**config.mk**
```make
export PLATFORM = sky130hd
export DESIGN_NAME = switch_debounce_flat
export DESIGN_NICKNAME = d
export VERILOG_FILES = /design/src/rtl/switch_debounce_pkg.sv /design/src/rtl/switch_debounce_if.sv /design/src/rtl/switch_debounce_bit.sv /design/src/rtl/switch_debounce.sv /design/src/flat_wrapper.sv
export SDC_FILE = /design/constraint.sdc
export NUM_CORES = 1
export LEC_CHECK = 0
export CORE_UTILIZATION = 40
export CTS_CLUSTER_SIZE = 24
export DETAILED_ROUTE_END_ITERATION = 7
export PLACE_DENSITY = 0.66
export SETUP_SLACK_MARGIN = 0.2
export SLEW_MARGIN = 20
export SYNTH_ARGS = -nofsm -noshare
export SYNTH_HDL_FRONTEND = slang
export SYNTH_SLANG_ARGS = --single-unit
```
**constraint.sdc**
```tcl
create_clock -name CLK -period 2.2 [get_ports CLK]
set_clock_uncertainty 0.2 [all_clocks]
set_input_delay 0.33 -clock CLK [delete_from_list [all_inputs] [get_ports CLK]]
set_output_delay 0.33 -clock CLK [all_outputs]
set_load 0.02 [all_outputs]
```
**src/rtl/switch_debounce_pkg.sv**
```systemverilog
// Shared constants and helpers for the switch debouncer.
package switch_debounce_pkg;

    // Board defaults: 1 ms-ish sample tick at 50 MHz, four agreeing samples.
    localparam int unsigned DefaultWidth       = 8;
    localparam int unsigned DefaultTickDiv     = 50000;
    localparam int unsigned DefaultStableTicks = 4;

    // Short pair so simulations settle in tens of cycles.
    localparam int unsigned SimTickDiv     = 4;
    localparam int unsigned SimStableTicks = 3;

    // Ceiling log2, never below 1 so every counter has at least one bit.
    function automatic int unsigned clog2(input int unsigned value);
        int unsigned result;
        result = 1;
        for (int i = 1; i < 32; i++) begin
            if ((33'd1 << i) < 33'(value)) begin
                result = i + 1;
            end
        end
        return result;
    endfunction

endpackage

```
**src/rtl/switch_debounce_if.sv**
```systemverilog
// Switch-in / debounced-word-out bundle between the board pins and the comparator.
interface switch_debounce_if #(
    parameter int unsigned WIDTH = 8
);
    logic [WIDTH-1:0] SWITCH;
    logic [WIDTH-1:0] O;
    logic             VALID;
    logic             CHANGED;

    modport master (
        output SWITCH,
        input  O,
        input  VALID,
        input  CHANGED
    );

    modport slave (
        input  SWITCH,
        output O,
        output VALID,
        output CHANGED
    );
endinterface

```
**src/rtl/switch_debounce_bit.sv**
```systemverilog
// One debounced switch bit: 2-flop synchroniser, stable-tick counter, output flop.
module debounce_bit
    import switch_debounce_pkg::*;
#(
    parameter int unsigned STABLE_TICKS = DefaultStableTicks
) (
    input  logic CLK,
    input  logic RESETN,
    input  logic TICK,
    input  logic D,
    output logic Q,
    output logic FLIP
);
    localparam int unsigned     CntW    = clog2(STABLE_TICKS + 1);
    localparam logic [CntW-1:0] CntLast = CntW'(STABLE_TICKS - 1);

    logic            sync1_q;
    logic            sync2_q;
    logic [CntW-1:0] cnt_q;
    logic [CntW-1:0] cnt_d;
    logic            q_q;
    logic            q_d;

    // Next-state: count ticks that disagree with Q; any agreeing tick restarts the count.
    always_comb begin
        cnt_d = cnt_q;
        q_d   = q_q;
        FLIP  = 1'b0;
        if (TICK) begin
            if (sync2_q == q_q) begin
                cnt_d = '0;
            end else if (cnt_q == CntLast) begin
                q_d   = sync2_q;
                cnt_d = '0;
                FLIP  = 1'b1;
            end else begin
                cnt_d = cnt_q + CntW'(1);
            end
        end
    end

    // State: synchroniser, counter and output bit.
    always_ff @(posedge CLK or negedge RESETN) begin
        if (!RESETN) begin
            sync1_q <= 1'b0;
            sync2_q <= 1'b0;
            cnt_q   <= '0;
            q_q     <= 1'b0;
        end else begin
            sync1_q <= D;
            sync2_q <= sync1_q;
            cnt_q   <= cnt_d;
            q_q     <= q_d;
        end
    end

    assign Q = q_q;

endmodule

```
**src/rtl/switch_debounce.sv**
```systemverilog
// Debounces a bank of raw switches into a stable word with VALID and CHANGED flags.
module switch_debounce
    import switch_debounce_pkg::*;
#(
    parameter int unsigned WIDTH        = DefaultWidth,
    parameter int unsigned TICK_DIV     = DefaultTickDiv,
    parameter int unsigned STABLE_TICKS = DefaultStableTicks
) (
    input logic              CLK,
    input logic              RESETN,
    switch_debounce_if.slave bus
);
    localparam int unsigned     PreW    = clog2(TICK_DIV);
    localparam logic [PreW-1:0] PreLast = PreW'(TICK_DIV - 1);
    localparam int unsigned     WarmW   = clog2(STABLE_TICKS + 1);
    localparam logic [WarmW-1:0] WarmLast = WarmW'(STABLE_TICKS - 1);

    logic [PreW-1:0]  pre_q;
    logic [PreW-1:0]  pre_d;
    logic             tick;
    logic [WarmW-1:0] warm_q;
    logic [WarmW-1:0] warm_d;
    logic             valid_q;
    logic             valid_d;
    logic             changed_q;
    logic             changed_d;
    logic [WIDTH-1:0] o_bits;
    logic [WIDTH-1:0] flip;

    // With TICK_DIV=1 pre_q is stuck at 0, so tick stays high.
    assign tick = (pre_q == PreLast);

    for (genvar i = 0; i < WIDTH; i++) begin : g_bit
        debounce_bit #(
            .STABLE_TICKS(STABLE_TICKS)
        ) u_bit (
            .CLK   (CLK),
            .RESETN(RESETN),
            .TICK  (tick),
            .D     (bus.SWITCH[i]),
            .Q     (o_bits[i]),
            .FLIP  (flip[i])
        );
    end

    // Next-state: prescaler wrap, warm-up count, and the VALID-gated change pulse.
    always_comb begin
        pre_d     = tick ? '0 : pre_q + PreW'(1);
        warm_d    = warm_q;
        valid_d   = valid_q;
        if (tick && !valid_q) begin
            // Counter saturates at STABLE_TICKS because VALID stops further increments.
            warm_d = warm_q + WarmW'(1);
            if (warm_q == WarmLast) begin
                valid_d = 1'b1;
            end
        end
        // Uses the pre-edge VALID so flips landing during warm-up stay silent.
        changed_d = valid_q && (|flip);
    end

    // State: prescaler, warm-up tracker and registered flags.
    always_ff @(posedge CLK or negedge RESETN) begin
        if (!RESETN) begin
            pre_q     <= '0;
            warm_q    <= '0;
            valid_q   <= 1'b0;
            changed_q <= 1'b0;
        end else begin
            pre_q     <= pre_d;
            warm_q    <= warm_d;
            valid_q   <= valid_d;
            changed_q <= changed_d;
        end
    end

    assign bus.O       = o_bits;
    assign bus.VALID   = valid_q;
    assign bus.CHANGED = changed_q;

endmodule

```
**src/flat_wrapper.sv**
```systemverilog
// flat-port wrapper written by rule: the top's interface ports become plain ports
module switch_debounce_flat import switch_debounce_pkg::*;
#(
    parameter int unsigned WIDTH        = DefaultWidth,
    parameter int unsigned TICK_DIV     = DefaultTickDiv,
    parameter int unsigned STABLE_TICKS = DefaultStableTicks
)
  (CLK, RESETN, bus_SWITCH, bus_O, bus_VALID, bus_CHANGED);
  switch_debounce_if #(.WIDTH(WIDTH)) bus_i ();
  input logic CLK;
  input logic RESETN;
  input wire logic [$bits(bus_i.SWITCH)-1:0] bus_SWITCH;
  output wire logic [$bits(bus_i.O)-1:0] bus_O;
  output wire logic [$bits(bus_i.VALID)-1:0] bus_VALID;
  output wire logic [$bits(bus_i.CHANGED)-1:0] bus_CHANGED;
  assign bus_i.SWITCH = bus_SWITCH;
  assign bus_O = bus_i.O;
  assign bus_VALID = bus_i.VALID;
  assign bus_CHANGED = bus_i.CHANGED;
  switch_debounce #(.WIDTH(WIDTH), .TICK_DIV(TICK_DIV), .STABLE_TICKS(STABLE_TICKS)) u_core (.CLK(CLK), .RESETN(RESETN), .bus(bus_i));
endmodule
```
==> flow_summary_export.csv <==
group,metric,value,unit
cts,cts_buffer_depth,2,
logic_synthesis,synth_edf_count,0,
critical_path,critPathCaptureType,"register",
logic_synthesis,yosysSeqAreaShare,55.0,%
outcome,status,"complete, no violations",
grt,grt_max_degree,54,
cts,clock_sinks,69,
cts,cts-htree-levels,3,
logic_synthesis,yosysTopAreaCell,"dfrtp_1",
sta,layout_min_cycle_time,1.93,ns
critical_path,worstPathRequired,2.23,ns
flow_run,max-cap-violations,0,
floorplanning,pin_count,20,
logic_synthesis,synth_flop_cell,"dfrtp_1",
sta,relSlewSlack,72.4,%
sta,worst_pin_slew,0.413,ns
drt,dr.pass1.iters,4,
critical_path,cp_num_cells,6,
logic_synthesis,syn_inst,253,
critical_path,cpMaxStageDelayCell,"dfrtp_1",
logic_synthesis,synth_top_area_share,55.0,%
sta,fin_ws,0.271,ns
hold_path,whs_path_depth,0,
critical_path,rr_worst_depth,6,
critical_path,critPathKind,"reg2reg",
pwr,ir_drop,435,uV
logic_synthesis,async_flop_share,100,%
floorplanning,fp.coreArea,0.00741,mm2
hold_path,hold_end,"u_core.g_bit[3].u_bit.sync2_q$_DFF_PN0_",
hold_path,hp-class,"reg2reg",
grt,grt_pass1_wl,9130,um
logic_synthesis,synth_fp_nets,274,
drt,wl_per_cell,13.1,um
finish,diodes,0,
floorplanning,die-area,0.00820,mm2
place,dp_slack,0.216,ns
finish,syn_to_final_growth,19.9,%
sta,drv_slew,0,
place,hpwlAfterDp,3460,um
logic_synthesis,yosysMostFrequentCell,"dfrtp_1",
sta,hold_viol_final,0,
cts,cts-buffers-inserted,9,
pwr,power_density,706,mW/mm2
drt,wl,5130,um
cts,clk_pin_slew,0.07,ns
finish,nNetsFinal,308,
sta,rsz0062_at_grt,"no",
drt,drc,0,
logic_synthesis,ys_top_cells_by_area,"dfrtp_1 (55%), ha_1 (4.4%), xnor2_1 (3.9%), xor2_1 (3.1%), nor2_1 (2.4%)",
critical_path,cp_data_arrival_time,1.96,ns
cts,clk_latency,0.34,ns
sta,fin_crit_sh,87.7,%
critical_path,r2r_start,"u_core.pre_q[0]$_DFF_PN0_",
place,portBuffers,19,
finish,finalInstanceArea,0.00376,mm2
hold_path,min_from,"u_core.g_bit[3].u_bit.sync1_q$_DFF_PN0_",
critical_path,startpoint_type,"register",
drt,first_iter_violations,69,
logic_synthesis,yosys.cell_types.count,46,
logic_synthesis,ys_ff_latch,69,
critical_path,crit_family,"simple AND/OR/NAND/NOR gates",
critical_path,worstPathCellList,"ha_1 > and3_4 > nand4_4 > buf_4 > nor2_1 > mux2_2",
floorplanning,die_w,90.6,um
logic_synthesis,syn_area_per_cell,12.4,um2
cts,cts_tree,"done",
critical_path,crit_path_max_fanout,6,
grt,antenna_found_initial,0,
critical_path,slowest_delay,0.39,ns
sta,finalSetupViolations,0,
cts,root_buffer,"clkbuf_8",
pwr,p_leak,1.83,nW
critical_path,r2r_end,"u_core.g_bit[0].u_bit.Q$_DFFE_PN0P_",
logic_synthesis,synthesis.area,0.00314,mm2
floorplanning,die_h,90.6,um
place,gp_congestion,0.792,
finish,drive_gt1_share,20.9,%
drt,via_per_inst,4.99,
place,dpl_cell_area,0.00344,mm2
grt,grt-ovfl-total,0,
sta,whs,0.142,ns
floorplanning,rows,31,
drt,ant_nets,0,
pwr,finalPower,0.00266,W
drt,routed-via-count,1950,
logic_synthesis,synthTopCellsByCount,"dfrtp_1 (69), nor2_1 (20), nand2_1 (18), xnor2_1 (14)",
grt,grt_pass1_vias,1989,
sta,max_freq,518,MHz
grt,grtUsageTotal,14.3,%
critical_path,cp_num_buf_inv,1,
floorplanning,start_util,42.3,%
logic_synthesis,ys_warn_count,0,
sta,fin_setup_tns,0,ns
critical_path,r2r_setup_slack,0.27,ns
worst register-to-register path: stages, from the launching register on:
cell,delay (ns)
dfrtp_1,0.39
ha_1,0.22
and3_4,0.23
nand4_4,0.13
buf_4,0.20
nor2_1,0.13
mux2_2,0.34
how the worst max path moves through the flow:
stage               slack [ns]                                         end                 startpoint
CTS                       0.20  u_core.g_bit[7].u_bit.cnt_q[0]$_DFFE_PN0N_  u_core.pre_q[0]$_DFF_PN0_
floorplan                 0.34         u_core.g_bit[1].u_bit.Q$_DFFE_PN0P_  u_core.pre_q[0]$_DFF_PN0_
finish                    0.27         u_core.g_bit[0].u_bit.Q$_DFFE_PN0P_  u_core.pre_q[0]$_DFF_PN0_
global placement          0.26  u_core.g_bit[1].u_bit.cnt_q[1]$_DFFE_PN0N_  u_core.pre_q[0]$_DFF_PN0_
detailed placement        0.22  u_core.g_bit[7].u_bit.cnt_q[0]$_DFFE_PN0N_  u_core.pre_q[0]$_DFF_PN0_
global route              0.20         u_core.g_bit[5].u_bit.Q$_DFFE_PN0P_  u_core.pre_q[4]$_DFF_PN0_
registers in the layout (all words and copies together) (netlist names):
register / count
u_core.g_bit.u_bit.cnt_q: 24
u_core.pre_q: 16
u_core.g_bit.u_bit.Q: 8
u_core.g_bit.u_bit.sync1_q: 8
u_core.g_bit.u_bit.sync2_q: 8
u_core.warm_q: 3
u_core.bus.CHANGED: 1
u_core.bus.VALID: 1
stage by stage:
step,utilization (%),instances
after global routing,50.8,391
after CTS,50.1,387
final,50.8,391
after detailed placement,46.4,369
after global placement,46.4,369
after floorplan,-,253
metal layers:
layer,vias up,GRT usage [%],wire (um)
met5,-,0,0
met1,967,18.1,2350
met3,12,5.05,212
li1,942,-,-
met4,0,6.99,95
met2,29,21.7,2470
cell usage in the layout, fill, tap and decap left out, types with 2 or more instances in the layout:
cell,n
dfrtp_1,69
nor2_1,20
nand2_1,18
clkdlybuf4s50_1,18
buf_4,15
xnor2_1,14
clkbuf_8,12
nand3_1,11
xor2_1,11
ha_1,11
a21o_1,9
o21a_1,8
nand2b_1,7
nand4b_1,4
nor4b_2,4
nor4_2,4
mux2_2,4
nand4_1,3
and2b_1,3
nand2_2,3
mux2_4,3
bufinv_16,3
nor4_1,2
nor3_1,2
inv_1,2
nor2b_1,2
a22oi_1,2
o22ai_1,2
o21ai_1,2
buf_12,2
report_power, final:
part | switching, W | leakage [nW] | internal, W | total (W)
clock network | 0.000456 | 0.130 | 0.000847 | 0.00130
logic | 0.0000370 | 0.792 | 0.0000263 | 0.0000632
registers | 0.00000813 | 0.913 | 0.00128 | 0.00129
cells by family (layout without fill, tap and decap cells):
family,after synthesis,count (layout),synth area share (%)
buffers and inverters,16,55,3.79
flip-flops,69,69,55.0
XOR/XNOR,25,25,6.98
AO/OA/AOI/OAI,28,28,6.38
adder cells (fa/ha/maj),11,11,4.39
multiplexers,9,9,3.55
AND/OR/NAND/NOR,95,95,19.9
repair_timing:
| action | CTS | global route |
|---|---|---|
| setup buffers | 1 | 4 |
| pin swaps | 0 | 2 |
| setup endpoints to repair | 4 | 18 |
| hold buffers | 1 | 0 |
| endpoints found under the hold margin | 16 | 0 |
| resized for setup | 1 | 4 |
layout make-up:
| class | count | area [um2] |
|---|---|---|
| fill | 638 | 3650 |
| sequential | 69 | 1730 |
| multi-input combinational | 168 | 1300 |
| timing repair buffer | 37 | 348 |
| clock buffer | 13 | 169 |
| tap | 99 | 124 |
| clock inverter | 3 | 90.1 |
| inverter | 2 | 7.51 |
Power figures use the tool's default switching activity.
